--- src/rtl/fp_round_pkg.sv ---
// Shared constants for the fp_round_pipe rounding stage.
// Holds the rounding-mode encodings and the width of the optional statistics counters.
package fp_round_pkg;

    localparam logic [1:0] RND_HALF_UP = 2'b00;
    localparam logic [1:0] RND_RNE     = 2'b01;
    localparam logic [1:0] RND_TRUNC   = 2'b10;

    localparam int STATS_W = 16;

endpackage : fp_round_pkg

--- src/rtl/fp_round_decide.sv ---
// Round-up decision for one beat: maps round/sticky/LSB and the rounding mode to
// an up flag and an inexact flag. Purely combinational.
module fp_round_decide
    import fp_round_pkg::*;
(
    input  logic       r_i,
    input  logic       s_i,
    input  logic       l_i,
    input  logic [1:0] mode_i,
    output logic       up_o,
    output logic       inexact_o
);

    // NOTE: the default assignment ahead of the case keeps every path driven, so no latch is inferred.
    always_comb begin
        up_o = 1'b0;
        case (mode_i)
            RND_HALF_UP: up_o = r_i;
            RND_RNE:     up_o = r_i & (s_i | l_i);
            RND_TRUNC:   up_o = 1'b0;
            default:     up_o = 1'b0;
        endcase
    end

    // Sticky is already the OR of every bit below the round bit.
    assign inexact_o = r_i | s_i;

endmodule : fp_round_decide

--- src/rtl/fp_round_pipe.sv ---
// Two-stage rounding pipeline with valid/ready backpressure, exponent carry and saturation.
// Optional round-up/saturation counters are enabled with `define FP_ROUND_STATS_EN.
module fp_round_pipe
    import fp_round_pkg::*;
#(
    parameter int EXP_W  = 3,
    parameter int FRAC_W = 4,
    parameter int RB_W   = 2
) (
    input  logic              clk,
    input  logic              rst_n,
    input  logic              in_valid,
    output logic              in_ready,
    input  logic [EXP_W-1:0]  in_exp,
    input  logic [FRAC_W-1:0] in_frac,
    input  logic [RB_W-1:0]   in_rbits,
    input  logic [1:0]        rnd_mode,
    output logic              out_valid,
    input  logic              out_ready,
    output logic [EXP_W-1:0]  out_exp,
    output logic [FRAC_W-1:0] out_frac,
    output logic              out_sat,
    output logic              out_inexact
`ifdef FP_ROUND_STATS_EN
    ,
    input  logic               stats_clr,
    output logic [STATS_W-1:0] cnt_up,
    output logic [STATS_W-1:0] cnt_sat
`endif
);

    localparam logic [FRAC_W-1:0] FRAC_ONE  = FRAC_W'(1);
    localparam logic [FRAC_W-1:0] FRAC_LEAD = FRAC_W'(1) << (FRAC_W - 1);
    localparam logic [EXP_W-1:0]  EXP_ONE   = EXP_W'(1);

    logic stall;
    logic sticky;
    logic up_d;
    logic inexact_d;

    logic              s1_valid_q;
    logic [EXP_W-1:0]  s1_exp_q;
    logic [FRAC_W-1:0] s1_frac_q;
    logic              s1_up_q;
    logic              s1_inexact_q;

    logic              frac_max;
    logic              exp_max;
    logic [EXP_W-1:0]  exp_d;
    logic [FRAC_W-1:0] frac_d;
    logic              sat_d;

    logic              out_valid_q;
    logic [EXP_W-1:0]  out_exp_q;
    logic [FRAC_W-1:0] out_frac_q;
    logic              out_sat_q;
    logic              out_inexact_q;

    // A held result blocks both stages; nothing moves until downstream takes it.
    assign stall    = out_valid_q & ~out_ready;
    assign in_ready = rst_n & ~stall;

    generate
        if (RB_W > 1) begin : g_sticky
            assign sticky = |in_rbits[RB_W-2:0];
        end else begin : g_no_sticky
            assign sticky = 1'b0;
        end
    endgenerate

    fp_round_decide u_decide (
        .r_i       (in_rbits[RB_W-1]),
        .s_i       (sticky),
        .l_i       (in_frac[0]),
        .mode_i    (rnd_mode),
        .up_o      (up_d),
        .inexact_o (inexact_d)
    );

    // NOTE: sequential state uses non-blocking assignments so every register samples pre-edge values.
    always_ff @(posedge clk) begin
        if (!rst_n) begin
            s1_valid_q   <= 1'b0;
            s1_exp_q     <= '0;
            s1_frac_q    <= '0;
            s1_up_q      <= 1'b0;
            s1_inexact_q <= 1'b0;
        end else if (!stall) begin
            s1_valid_q   <= in_valid;
            s1_exp_q     <= in_exp;
            s1_frac_q    <= in_frac;
            s1_up_q      <= up_d;
            s1_inexact_q <= inexact_d;
        end
    end

    assign frac_max = &s1_frac_q;
    assign exp_max  = &s1_exp_q;

    always_comb begin
        exp_d  = s1_exp_q;
        frac_d = s1_frac_q;
        sat_d  = 1'b0;
        if (s1_up_q) begin
            if (!frac_max) begin
                frac_d = s1_frac_q + FRAC_ONE;
            end else if (!exp_max) begin
                exp_d  = s1_exp_q + EXP_ONE;
                frac_d = FRAC_LEAD;
            end else begin
                sat_d  = 1'b1;
            end
        end
    end

    always_ff @(posedge clk) begin
        if (!rst_n) begin
            out_valid_q   <= 1'b0;
            out_exp_q     <= '0;
            out_frac_q    <= '0;
            out_sat_q     <= 1'b0;
            out_inexact_q <= 1'b0;
        end else if (!stall) begin
            out_valid_q   <= s1_valid_q;
            out_exp_q     <= exp_d;
            out_frac_q    <= frac_d;
            out_sat_q     <= sat_d;
            out_inexact_q <= s1_inexact_q;
        end
    end

    assign out_valid   = out_valid_q;
    assign out_exp     = out_exp_q;
    assign out_frac    = out_frac_q;
    assign out_sat     = out_sat_q;
    assign out_inexact = out_inexact_q;

`ifdef FP_ROUND_STATS_EN
    logic               rounded_d;
    logic               out_rounded_q;
    logic               out_xfer;
    logic [STATS_W-1:0] cnt_up_q;
    logic [STATS_W-1:0] cnt_sat_q;

    // A round-up that hits the maximum is held, so it is not counted as rounded.
    assign rounded_d = s1_up_q & ~(frac_max & exp_max);
    assign out_xfer  = out_valid_q & out_ready;

    always_ff @(posedge clk) begin
        if (!rst_n) begin
            out_rounded_q <= 1'b0;
        end else if (!stall) begin
            out_rounded_q <= rounded_d;
        end
    end

    always_ff @(posedge clk) begin
        if (!rst_n || stats_clr) begin
            cnt_up_q  <= '0;
            cnt_sat_q <= '0;
        end else if (out_xfer) begin
            if (out_rounded_q && !(&cnt_up_q)) begin
                cnt_up_q <= cnt_up_q + STATS_W'(1);
            end
            if (out_sat_q && !(&cnt_sat_q)) begin
                cnt_sat_q <= cnt_sat_q + STATS_W'(1);
            end
        end
    end

    assign cnt_up  = cnt_up_q;
    assign cnt_sat = cnt_sat_q;
`endif

endmodule : fp_round_pipe

--- config.mk ---
export PLATFORM = sky130hd
export DESIGN_NAME = fp_round_pipe
export DESIGN_NICKNAME = d
export VERILOG_FILES = /design/src/rtl/fp_round_pkg.sv /design/src/rtl/fp_round_decide.sv /design/src/rtl/fp_round_pipe.sv
export SDC_FILE = /design/constraint.sdc
export NUM_CORES = 1
export LEC_CHECK = 0
export BUFFER_PORTS_ARGS = -buffer_cell sky130_fd_sc_hd__buf_2
export CAP_MARGIN = 0
export CORE_MARGIN = 3
export CORE_UTILIZATION = 49
export CTS_CLUSTER_DIAMETER = 50
export DETAILED_ROUTE_END_ITERATION = 16
export PLACE_DENSITY = 0.76
export RECOVER_POWER = 50
export SLEW_MARGIN = 30
export SYNTH_ARGS = -nofsm -noshare
export SYNTH_HDL_FRONTEND = slang
export SYNTH_SLANG_ARGS = --single-unit
--- constraint.sdc ---
create_clock -name clk -period 1.7 [get_ports clk]
set_input_delay 0.255 -clock clk [delete_from_list [all_inputs] [get_ports clk]]
set_output_delay 0.255 -clock clk [all_outputs]
set_load 0.05 [all_outputs]
==> key figures <==
Finish
  – Nets: around 150
  – Final design area excluding fillers: ~1100 um^2
  – Fill cell count: between 100 and 150
  – Area of the multi-input gates: about 430 um^2
  – Share of cells above drive strength 1: between 10% and 20%
  – Non-filler cells, final: about 160
  – Area Overhead vs Synth: 20.6%
  – Register Area: 400 um^2
  – Diode count: 0

Logic synthesis
  – Ys Warns: 0
  – Synth Flop Type: dfxtp_1
  – Cell taking the most area after synthesis: dfxtp_1
  – Unique cell type count in the Yosys netlist: 27
  – Post-Syn Area per Cell: 8.04 um^2
  – Top cells by count, synth: nand2_1 (23), dfxtp_1 (20), a21oi_1 (15)
  – Sequential share of the synthesized area: a little under half
  – FFs w/ async S/R, synth: 0%
  – Area of the mapped netlist: between 800 and 900 um^2
  – Synth top area cells: dfxtp_1 (46%), nand2_1 (9.9%), a21oi_1 (8.6%)
  – Synth top area share: 45.7%
  – Seq cells post-synth: 20
  – Top-count cell post-synth: nand2_1
  – Post-Syn Nets: about 130
  – Cells after Synth: between 100 and 150
  – Post-synth EDFFs: 0

Timing
  – Clock Skew: roughly 0.010 ns
  – Final Cycle Share: 89.4%
  – Fin. Hold Viols: 0
  – Setup tns final: 0 ns
  – Unrepaired setup endpoints after global routing: no
  – Slew @ Worst Pin: 0.694 ns
  – Final worst path period need: roughly 1.5 ns
  – Max Slew Vio Count: 0
  – Maximum clock rate: approximately 660 MHz
  – # setup viols final: 0
  – Hold_ws: 0.169 ns
  – Rel. slew slack: a little over half

Clock network
  – Clk Latency, worst-skew pair: roughly 0.31 ns
  – Clk slew on worst S/H paths: roughly 0.12 ns
  – Num CTS Buffers: 3
  – Root Buffer: clkbuf_4
  – Sink Count: 20
  – Clock Path Buffers: 2
  – CTS HTree Levels: 1
  – Hold buffer count at cts: 0
  – TritonCTS clock tree: built
  – Post-CTS sizing: 0
  – Post-CTS Setup Bufs: 0

Route
  – DRC: 0
  – Vias per Instance: between 5 and 6
  – Final WL: 1.99 mm
  – DR vias: roughly 830
  – Initial DRT Pass Iterations: 4
  – Post-route ant nets: 0
  – Avg WL per Cell: roughly 13 um
  – Starting DRT DRC Count: 11

Worst setup path
  – Critical path startpoint category: flip-flop
  – CP required: 1.44 ns
  – CP Class: flip-flop to output port
  – Internal reg-to-reg setup slack: around 0.2 ns
  – Endpoint type of the worst setup path: output port
  – Data arrival, critical path: 1.26 ns
  – Worst-path maximum fanout: 4

Pwr
  – Comb power frac: between 10% and 20%
  – Max VDD drop: roughly 0.7 mV
  – Internal: between 700 and 800 uW
  – P_sw: approximately 280 uW
  – Lkg Pwr: 0.431 nW
  – Pwr/cell area: around 1000 nW/um^2
  – Sw Share: between 20% and 30%
  – Sequential Power Share: around half
  – Clk pwr share: 37.0%
  – Power Total: about 1.1 mW

Placement
  – Post-DP HPWL: 1.39 mm
  – # port buffers: 25
  – Post-Place Cell Area: between 1000 and 1500 um^2
  – Dpl cells: approximately 150
  – Final GP Congestion: roughly 0.76

GRT
  – Initial antenna violation count: 0
  – Gr usage total: about 20%
  – First-pass GRT wire length: around 3.1 mm
  – Total global routing overflow: 0
  – Largest net degree at the start of global routing: 25
  – Vias in the first global route: 708

Die
  – Die area: approximately 2300 um^2
  – Chip width: slightly below 50 um
  – Rows: 14
  – Placeable core area: ~1600 um^2
  – IO Pins: 26
  – Die Y: ~48 um
  – Initial Utilization: between 50 and 60%

Hold path
  – Hold WC Path Type: input pin to flip-flop

Run status
  – Status: completed

Run
  – Max_cap viols: 0
==> power groups by stage <==
stage / Clock (mW) / Sequential, mW / Combinational, mW
after CTS: 0.390 / 0.519 / 0.154
after global routing: 0.410 / 0.524 / 0.163
after floorplan: 0 / 0.571 / 0.0641
after detailed placement: 0 / 0.529 / 0.153
after global placement: 0 / 0.527 / 0.151
final: 0.393 / 0.520 / 0.150
==> worst max-delay path: stages, from the launching register on <==
cell	delay (ns)
dfxtp_1	0.35
nor2b_1	0.32
nor2_2	0.06
buf_2	0.22
==> worst paths after layout <==
check	to	depth (start not counted)	start
min reg2reg	out_sat	2	out_sat
max	in_ready	3	out_valid
max reg2reg	out_frac[0]	4	s1_frac_q[0]
min	s1_frac_q[3]	3	in_frac[3]
==> kinds of logic (layout without fill, tap and decap cells) <==
| kind of cell | Yosys count | after routing | synth area share [%] |
|---|---|---|---|
| DFF | 20 | 20 | 45.7 |
| and+or+nand+nor | 46 | 46 | 25.9 |
| muxes | 1 | 1 | 1.14 |
| buffers and inverters | 9 | 34 | 5.00 |
| adders and majority gates | 2 | 2 | 2.86 |
| AOI/OAI and AO/OA | 29 | 29 | 17.4 |
| xor gates and xnor gates | 2 | 2 | 2.00 |
==> cell type report <==
cell class,count,area share (%)
Tap cell,24,2.84
Sequential cell,20,37.9
Clock buffer,3,2.13
Inverter,2,0.711
Timing Repair Buffer,28,12.4
Clock inverter,1,2.84
Multi-Input combinational cell,80,41.1
==> cell usage in the layout, fill, tap and decap left out, types with 2 or more instances in the layout <==
cell type  count
nand2_1       23
dfxtp_1       20
a21oi_1       15
buf_2         15
clkbuf_1      11
o21ai_0        8
a31oi_1        6
nand3_1        4
nor2_1         3
nand4_1        3
clkbuf_4       3
xor2_1         2
nor3_1         2
ha_1           2
buf_4          2
==> per-stage QoR <==
stage / utilization [%] / setup slack (ns)
5_1_grt: 66.2 / 0.0839
4_1_cts: 67.3 / 0.176
3_5_place_dp: 64.0 / 0.244
6_report: 66.2 / 0.180
2_1_floorplan: - / 0.0190
3_3_place_gp: 64.0 / 0.303
==> state kept, by name, summed over array words and instances (netlist names) <==
name / flops
out_inexact: 1
s1_up_q: 1
out_sat: 1
s1_exp_q: 3
s1_frac_q: 4
s1_inexact_q: 1
s1_valid_q: 1
out_exp: 3
out_frac: 4
out_valid: 1
==> routing by layer <==
metal / track usage (%) / vias up / share of wire [%]
met1: 25.4 / 372 / 46
met2: 30.2 / 25 / 47
met3: 4.43 / 5 / 4.4
met5: 0 / - / 0
met4: 9.68 / 0 / 2.1
li1: - / 430 / -
Note: power is estimated with default switching activity, not from simulation.
